==> src/rtl/data_mem_arbiter_pkg.sv <==
// Shared types and constants for the two-core data-memory arbiter.
// State encodings, core identifiers and the default datapath width live here.
package data_mem_arbiter_pkg;

  localparam int REG_WIDTH_DEF = 16;

  localparam logic CORE0 = 1'b0;
  localparam logic CORE1 = 1'b1;

  typedef enum logic [1:0] {
    ST_IDLE   = 2'd0,
    ST_ACCESS = 2'd1,
    ST_WAIT   = 2'd2,
    ST_DONE   = 2'd3
  } arb_state_e;

  // The round-robin pointer always moves to the core that did not just win.
  function automatic logic other_core(input logic id);
    return ~id;
  endfunction

endpackage

==> src/rtl/data_mem_arbiter_rr_arb2.sv <==
// Combinational two-way round-robin arbiter.
// A lone requester always wins; on a tie the core named by rr wins.
module rr_arb2
  import data_mem_arbiter_pkg::*;
(
  input  logic [1:0] req,
  input  logic       rr,
  output logic       gnt_id,
  output logic       gnt_valid
);

  always_comb begin
    gnt_valid = |req;
    gnt_id    = CORE0;
    case (req)
      2'b01:   gnt_id = CORE0;
      2'b10:   gnt_id = CORE1;
      2'b11:   gnt_id = rr;
      default: gnt_id = CORE0;
    endcase
  end

endmodule

==> src/rtl/data_mem_arbiter.sv <==
// Serialises the two cores' data-memory accesses onto one shared memory port,
// returning registered read data and a one-cycle done pulse per transaction.
module data_mem_arbiter
  import data_mem_arbiter_pkg::*;
#(
  parameter int reg_width   = REG_WIDTH_DEF,
  parameter int MEM_LATENCY = 1
) (
  input  logic                 clk,
  input  logic                 reset,

  input  logic                 c0_req,
  input  logic                 c0_we,
  input  logic [reg_width-1:0] c0_addr,
  input  logic [reg_width-1:0] c0_wdata,
  output logic [reg_width-1:0] c0_rdata,
  output logic                 c0_done,

  input  logic                 c1_req,
  input  logic                 c1_we,
  input  logic [reg_width-1:0] c1_addr,
  input  logic [reg_width-1:0] c1_wdata,
  output logic [reg_width-1:0] c1_rdata,
  output logic                 c1_done,

  output logic                 mem_en,
  output logic                 mem_we,
  output logic [reg_width-1:0] mem_addr,
  output logic [reg_width-1:0] mem_wdata,
  input  logic [reg_width-1:0] mem_rdata,

  output logic                 busy,
  output logic                 grant_id
);

  // WAIT lasts MEM_LATENCY cycles; the counter runs 0 .. MEM_LATENCY-1.
  localparam logic [2:0] WAIT_LAST = 3'(MEM_LATENCY - 1);

  arb_state_e           state_q, state_d;
  logic                 gnt_q, gnt_d;
  logic                 rr_q, rr_d;
  logic                 we_q, we_d;
  logic [2:0]           cnt_q, cnt_d;
  logic                 mem_en_q, mem_en_d;
  logic                 mem_we_q, mem_we_d;
  logic [reg_width-1:0] mem_addr_q, mem_addr_d;
  logic [reg_width-1:0] mem_wdata_q, mem_wdata_d;
  logic [reg_width-1:0] c0_rdata_q, c0_rdata_d;
  logic [reg_width-1:0] c1_rdata_q, c1_rdata_d;
  logic                 c0_done_q, c0_done_d;
  logic                 c1_done_q, c1_done_d;

  logic                 arb_id;
  logic                 arb_valid;

  rr_arb2 u_rr_arb2 (
    .req       ({c1_req, c0_req}),
    .rr        (rr_q),
    .gnt_id    (arb_id),
    .gnt_valid (arb_valid)
  );

  always_comb begin
    state_d     = state_q;
    gnt_d       = gnt_q;
    rr_d        = rr_q;
    we_d        = we_q;
    cnt_d       = cnt_q;
    mem_en_d    = 1'b0;
    mem_we_d    = 1'b0;
    mem_addr_d  = mem_addr_q;
    mem_wdata_d = mem_wdata_q;
    c0_rdata_d  = c0_rdata_q;
    c1_rdata_d  = c1_rdata_q;
    c0_done_d   = 1'b0;
    c1_done_d   = 1'b0;

    case (state_q)
      ST_IDLE: begin
        // Request fields are sampled only here; later changes are ignored.
        if (arb_valid) begin
          state_d     = ST_ACCESS;
          gnt_d       = arb_id;
          rr_d        = other_core(arb_id);
          we_d        = (arb_id == CORE1) ? c1_we    : c0_we;
          mem_addr_d  = (arb_id == CORE1) ? c1_addr  : c0_addr;
          mem_wdata_d = (arb_id == CORE1) ? c1_wdata : c0_wdata;
          mem_en_d    = 1'b1;
          mem_we_d    = (arb_id == CORE1) ? c1_we    : c0_we;
        end
      end

      ST_ACCESS: begin
        if (we_q) begin
          state_d   = ST_DONE;
          c0_done_d = (gnt_q == CORE0);
          c1_done_d = (gnt_q == CORE1);
        end else begin
          state_d = ST_WAIT;
          cnt_d   = 3'd0;
        end
      end

      ST_WAIT: begin
        if (cnt_q == WAIT_LAST) begin
          state_d   = ST_DONE;
          c0_done_d = (gnt_q == CORE0);
          c1_done_d = (gnt_q == CORE1);
          if (gnt_q == CORE1) begin
            c1_rdata_d = mem_rdata;
          end else begin
            c0_rdata_d = mem_rdata;
          end
        end else begin
          cnt_d = cnt_q + 3'd1;
        end
      end

      ST_DONE: begin
        state_d = ST_IDLE;
      end

      default: begin
        state_d = ST_IDLE;
      end
    endcase
  end

  always_ff @(posedge clk or negedge reset) begin
    if (!reset) begin
      state_q     <= ST_IDLE;
      gnt_q       <= CORE0;
      rr_q        <= CORE0;
      we_q        <= 1'b0;
      cnt_q       <= 3'd0;
      mem_en_q    <= 1'b0;
      mem_we_q    <= 1'b0;
      mem_addr_q  <= '0;
      mem_wdata_q <= '0;
      c0_rdata_q  <= '0;
      c1_rdata_q  <= '0;
      c0_done_q   <= 1'b0;
      c1_done_q   <= 1'b0;
    end else begin
      state_q     <= state_d;
      gnt_q       <= gnt_d;
      rr_q        <= rr_d;
      we_q        <= we_d;
      cnt_q       <= cnt_d;
      mem_en_q    <= mem_en_d;
      mem_we_q    <= mem_we_d;
      mem_addr_q  <= mem_addr_d;
      mem_wdata_q <= mem_wdata_d;
      c0_rdata_q  <= c0_rdata_d;
      c1_rdata_q  <= c1_rdata_d;
      c0_done_q   <= c0_done_d;
      c1_done_q   <= c1_done_d;
    end
  end

  assign mem_en    = mem_en_q;
  assign mem_we    = mem_we_q;
  assign mem_addr  = mem_addr_q;
  assign mem_wdata = mem_wdata_q;
  assign c0_rdata  = c0_rdata_q;
  assign c1_rdata  = c1_rdata_q;
  assign c0_done   = c0_done_q;
  assign c1_done   = c1_done_q;
  assign busy      = (state_q != ST_IDLE);
  assign grant_id  = (state_q == ST_IDLE) ? CORE0 : gnt_q;

endmodule

==> config.mk <==
export PLATFORM = sky130hd
export DESIGN_NAME = data_mem_arbiter
export DESIGN_NICKNAME = d
export VERILOG_FILES = /design/src/rtl/data_mem_arbiter_pkg.sv /design/src/rtl/data_mem_arbiter_rr_arb2.sv /design/src/rtl/data_mem_arbiter.sv
export SDC_FILE = /design/constraint.sdc
export NUM_CORES = 1
export LEC_CHECK = 0
export BUFFER_PORTS_ARGS = -buffer_cell sky130_fd_sc_hd__clkbuf_2
export CORE_MARGIN = 2
export CORE_UTILIZATION = 46
export DETAILED_ROUTE_END_ITERATION = 12
export PLACE_DENSITY = 0.77
export SYNTH_ARGS = -nofsm -noshare
export SYNTH_HDL_FRONTEND = slang
export SYNTH_SLANG_ARGS = --single-unit
==> constraint.sdc <==
create_clock -name clk -period 1.9 [get_ports clk]
set_input_delay 0.095 -clock clk [delete_from_list [all_inputs] [get_ports clk]]
set_output_delay 0.095 -clock clk [all_outputs]
set_load 0.02 [all_outputs]
==> results.json <==
{
  "cp_slowest_stage_delay_ps": 400,
  "gp_congestion": 0.813,
  "grt_first_pass_wirelength_mm": 13.2,
  "slew_violations": 0,
  "io_pins": 156,
  "max_slew_margin_pct": 63.5,
  "power_density_mw_per_mm2": 1650,
  "drcViolationCount": 0,
  "cts_root_buf": "clkbuf_8",
  "dr.pass1.iters": 4,
  "grt_max_degree": 44,
  "final_hold_viol_count": 0,
  "cts_tree": "done",
  "cp_top_family": "simple AND/OR/NAND/NOR gates",
  "pre_cts_ws_ps": 174,
  "io_buffer_count": 155,
  "drv_cap": 0,
  "drive_above_1_share_pct": 49.2,
  "viasPerCell": 5.25,
  "min_from": "mem_rdata[8]",
  "cts_buffer_depth": 2,
  "tightest_slew_ps": 548,
  "cts_sinks": 76,
  "period_share_pct": 91.2,
  "crit_buf_inv": 1,
  "critPathSlowestCell": "dfrtp_1",
  "rsz0062_at_grt": "false",
  "cts_setup_buffers": 0,
  "postRouteAntennaNets": 0,
  "synth_area_per_cell_um2": 13.4,
  "crit_fanout": 16,
  "end_kind": "flip-flop",
  "crit_chain": "inv_1 > ha_1 > and3b_4 > and2_4 > mux2_2",
  "cts_made_buffers": 9,
  "hold_end": "c0_rdata[8]",
  "clk_latency_ps": 320,
  "clk_pin_slew_worst_paths_ps": 80,
  "die_w_um": 88.3,
  "finalPower_uw": 7790,
  "place_area_mm2": 0.00415,
  "antenna_found_initial": 0,
  "drt-wirelength-per-cell_um": 15.7,
  "overflow": 0,
  "leakagePower_uw": 0.00249,
  "drt_iter0_drc": 89,
  "crit_type": "flip-flop to flip-flop",
  "timing.rr.end": "c0_rdata[7]",
  "cp_data_arrival_time_ps": 1940,
  "synthCells": 243,
  "final_nets": 525,
  "finalSetupViolCount": 0,
  "h-tree-depth": 3,
  "clock.fmax_ghz": 0.577,
  "layout_min_cycle_time_ps": 1730,
  "max-vdd-ir-drop_mv": 0.760,
  "core_mm2": 0.00683,
  "die_height_um": 88.3,
  "instances_no_fill": 535,
  "skew_ps": 7.22,
  "hpwl_mm": 5.50,
  "whs_path_depth": 2,
  "syn-cell-area_mm2": 0.00327,
  "synth-seq-cells": 76,
  "fin_area_mm2": 0.00471,
  "dieArea_mm2": 0.00780,
  "placed_cells": 484,
  "syn_to_final_growth_pct": 44.0,
  "routed_wl_mm": 8.42,
  "status": "finished, final reports clean",
  "crit_required_ps": 2110,
  "ys_seq_area_share_pct": 58.2,
  "grt_use_total_pct": 22.0,
  "dr_total_vias": 2807,
  "diodes": 0,
  "start_kind": "flip-flop",
  "synth_nets": 334,
  "start_util_pct": 47.8,
  "ys_types": 31,
  "core.rowCount": 30,
  "hold_path.class": "primary input to flip-flop",
  "rrSetupSlack_ps": 170,
  "setup_slack_ps": 168,
  "yosys_warnings": 0,
  "grt_pass1_vias": 2850,
  "r2r_cells": 5,
  "timing.rr.start": "state_q[0]",
  "fin_setup_tns_ps": 0
}
## final cells by class
| cell class | instances | area [µm²] |
|---|---|---|
| Sequential cell | 76 | 1900 |
| Tap cell | 96 | 120 |
| Inverter | 8 | 30.0 |
| Clock buffer | 10 | 138 |
| Fill cell | 506 | 2130 |
| Multi-Input combinational cell | 142 | 1230 |
| Clock inverter | 6 | 63.8 |
| Timing Repair Buffer | 197 | 1220 |
## cells in the mapped netlist, drive strengths merged
cell / number / area share, %
a2111oi: 1 / 0.27
a211oi: 1 / 0.23
a21o: 2 / 0.46
a21oi: 1 / 0.27
a221o: 33 / 10
a22o: 1 / 0.27
and2: 3 / 0.65
and3: 33 / 6.3
and3b: 1 / 0.38
buf: 9 / 2.2
clkbuf: 8 / 0.92
dfrtp: 76 / 58
ha: 5 / 1.9
inv: 8 / 0.92
mux2: 33 / 13
nand2: 8 / 1.0
nand2b: 1 / 0.19
nand4: 2 / 0.38
nor2: 5 / 0.57
nor2b: 1 / 0.19
nor3: 2 / 0.31
o211ai: 2 / 0.46
o21ai: 6 / 1.0
or4: 1 / 0.23
## cells in the final DEF (no fill, tap or decap), types with 2 or more instances in the layout
master and count:
nor3_1 2, buf_12 3, mux2_2 23, ha_1 5, a21o_1 2, dfrtp_1 76
o211ai_1 2, buf_4 5, inv_1 8, o21ai_0 5, clkbuf_8 10, nor2_1 5
clkinvlp_4 2, nand2_1 7, and3_1 33, clkbuf_2 154, a221o_1 33, nand4_1 2
dlygate4sd3_1 35, clkinv_2 2, mux2_4 10
## stage by stage
step / utilization [%] / hold slack (ps)
5_1_grt: 68.9 / 1.73
2_1_floorplan: - / -201
6_report: 68.9 / 17.7
4_1_cts: 68.6 / 0.0376
3_3_place_gp: 60.8 / 113
3_5_place_dp: 60.8 / 120
## power breakdown
| group | total, µW | internal (µW) | switching, µW |
|---|---|---|---|
| Clock | 1200 | 640 | 560 |
| Combinational | 3750 | 1680 | 2070 |
| Sequential | 2840 | 2390 | 450 |
| Total | 7790 | 4710 | 3080 |
## cells by family after synthesis
kind of cell / Yosys count / synth area share (%)
buf+inv: 25 / 4.06
fa+ha+maj: 5 / 1.91
simple gates: 57 / 10.2
compound gates: 47 / 13.1
flops: 76 / 58.2
mux: 33 / 12.5
## flip-flops by register name, summed over array words and instances, names as in the netlist
| name | cells |
|---|---|
| c0_done | 1 |
| c0_rdata | 16 |
| c1_done | 1 |
| c1_rdata | 16 |
| cnt_q | 3 |
| gnt_q | 1 |
| mem_addr | 16 |
| mem_en | 1 |
| mem_wdata | 16 |
| mem_we | 1 |
| rr_q | 1 |
| state_q | 2 |
| we_q | 1 |
## layer usage
metal	share of wire, %	vias to the layer above	global-route usage (%)	routed length [µm]
met5	0	-	0	0
met2	50	156	37.0	4200
li1	-	1298	-	-
met3	8.3	12	5.50	697
met4	1.3	0	8.68	113
met1	41	1341	27.3	3420
## worst max path at each step
| stage | from | to | slack [ps] | cells after the start |
|---|---|---|---|---|
| 2_1_floorplan | state_q[0] | c0_rdata[0] | 140 | 8 |
| 3_3_place_gp | state_q[0] | c0_rdata[7] | 220 | 5 |
| 3_5_place_dp | cnt_q[0] | c0_rdata[7] | 170 | 5 |
| 4_1_cts | cnt_q[0] | c0_rdata[7] | 170 | 5 |
| 5_1_grt | cnt_q[0] | c1_rdata[0] | 100 | 5 |
| 6_report | state_q[0] | c0_rdata[7] | 170 | 5 |
## timing repair
| action | in CTS | in global routing |
|---|---|---|
| hold buffers | 33 | 2 |
| hold endpoints to repair | 75 | 2 |
| gates resized for setup | 0 | 0 |
Note: power is estimated with default switching activity, not from simulation.
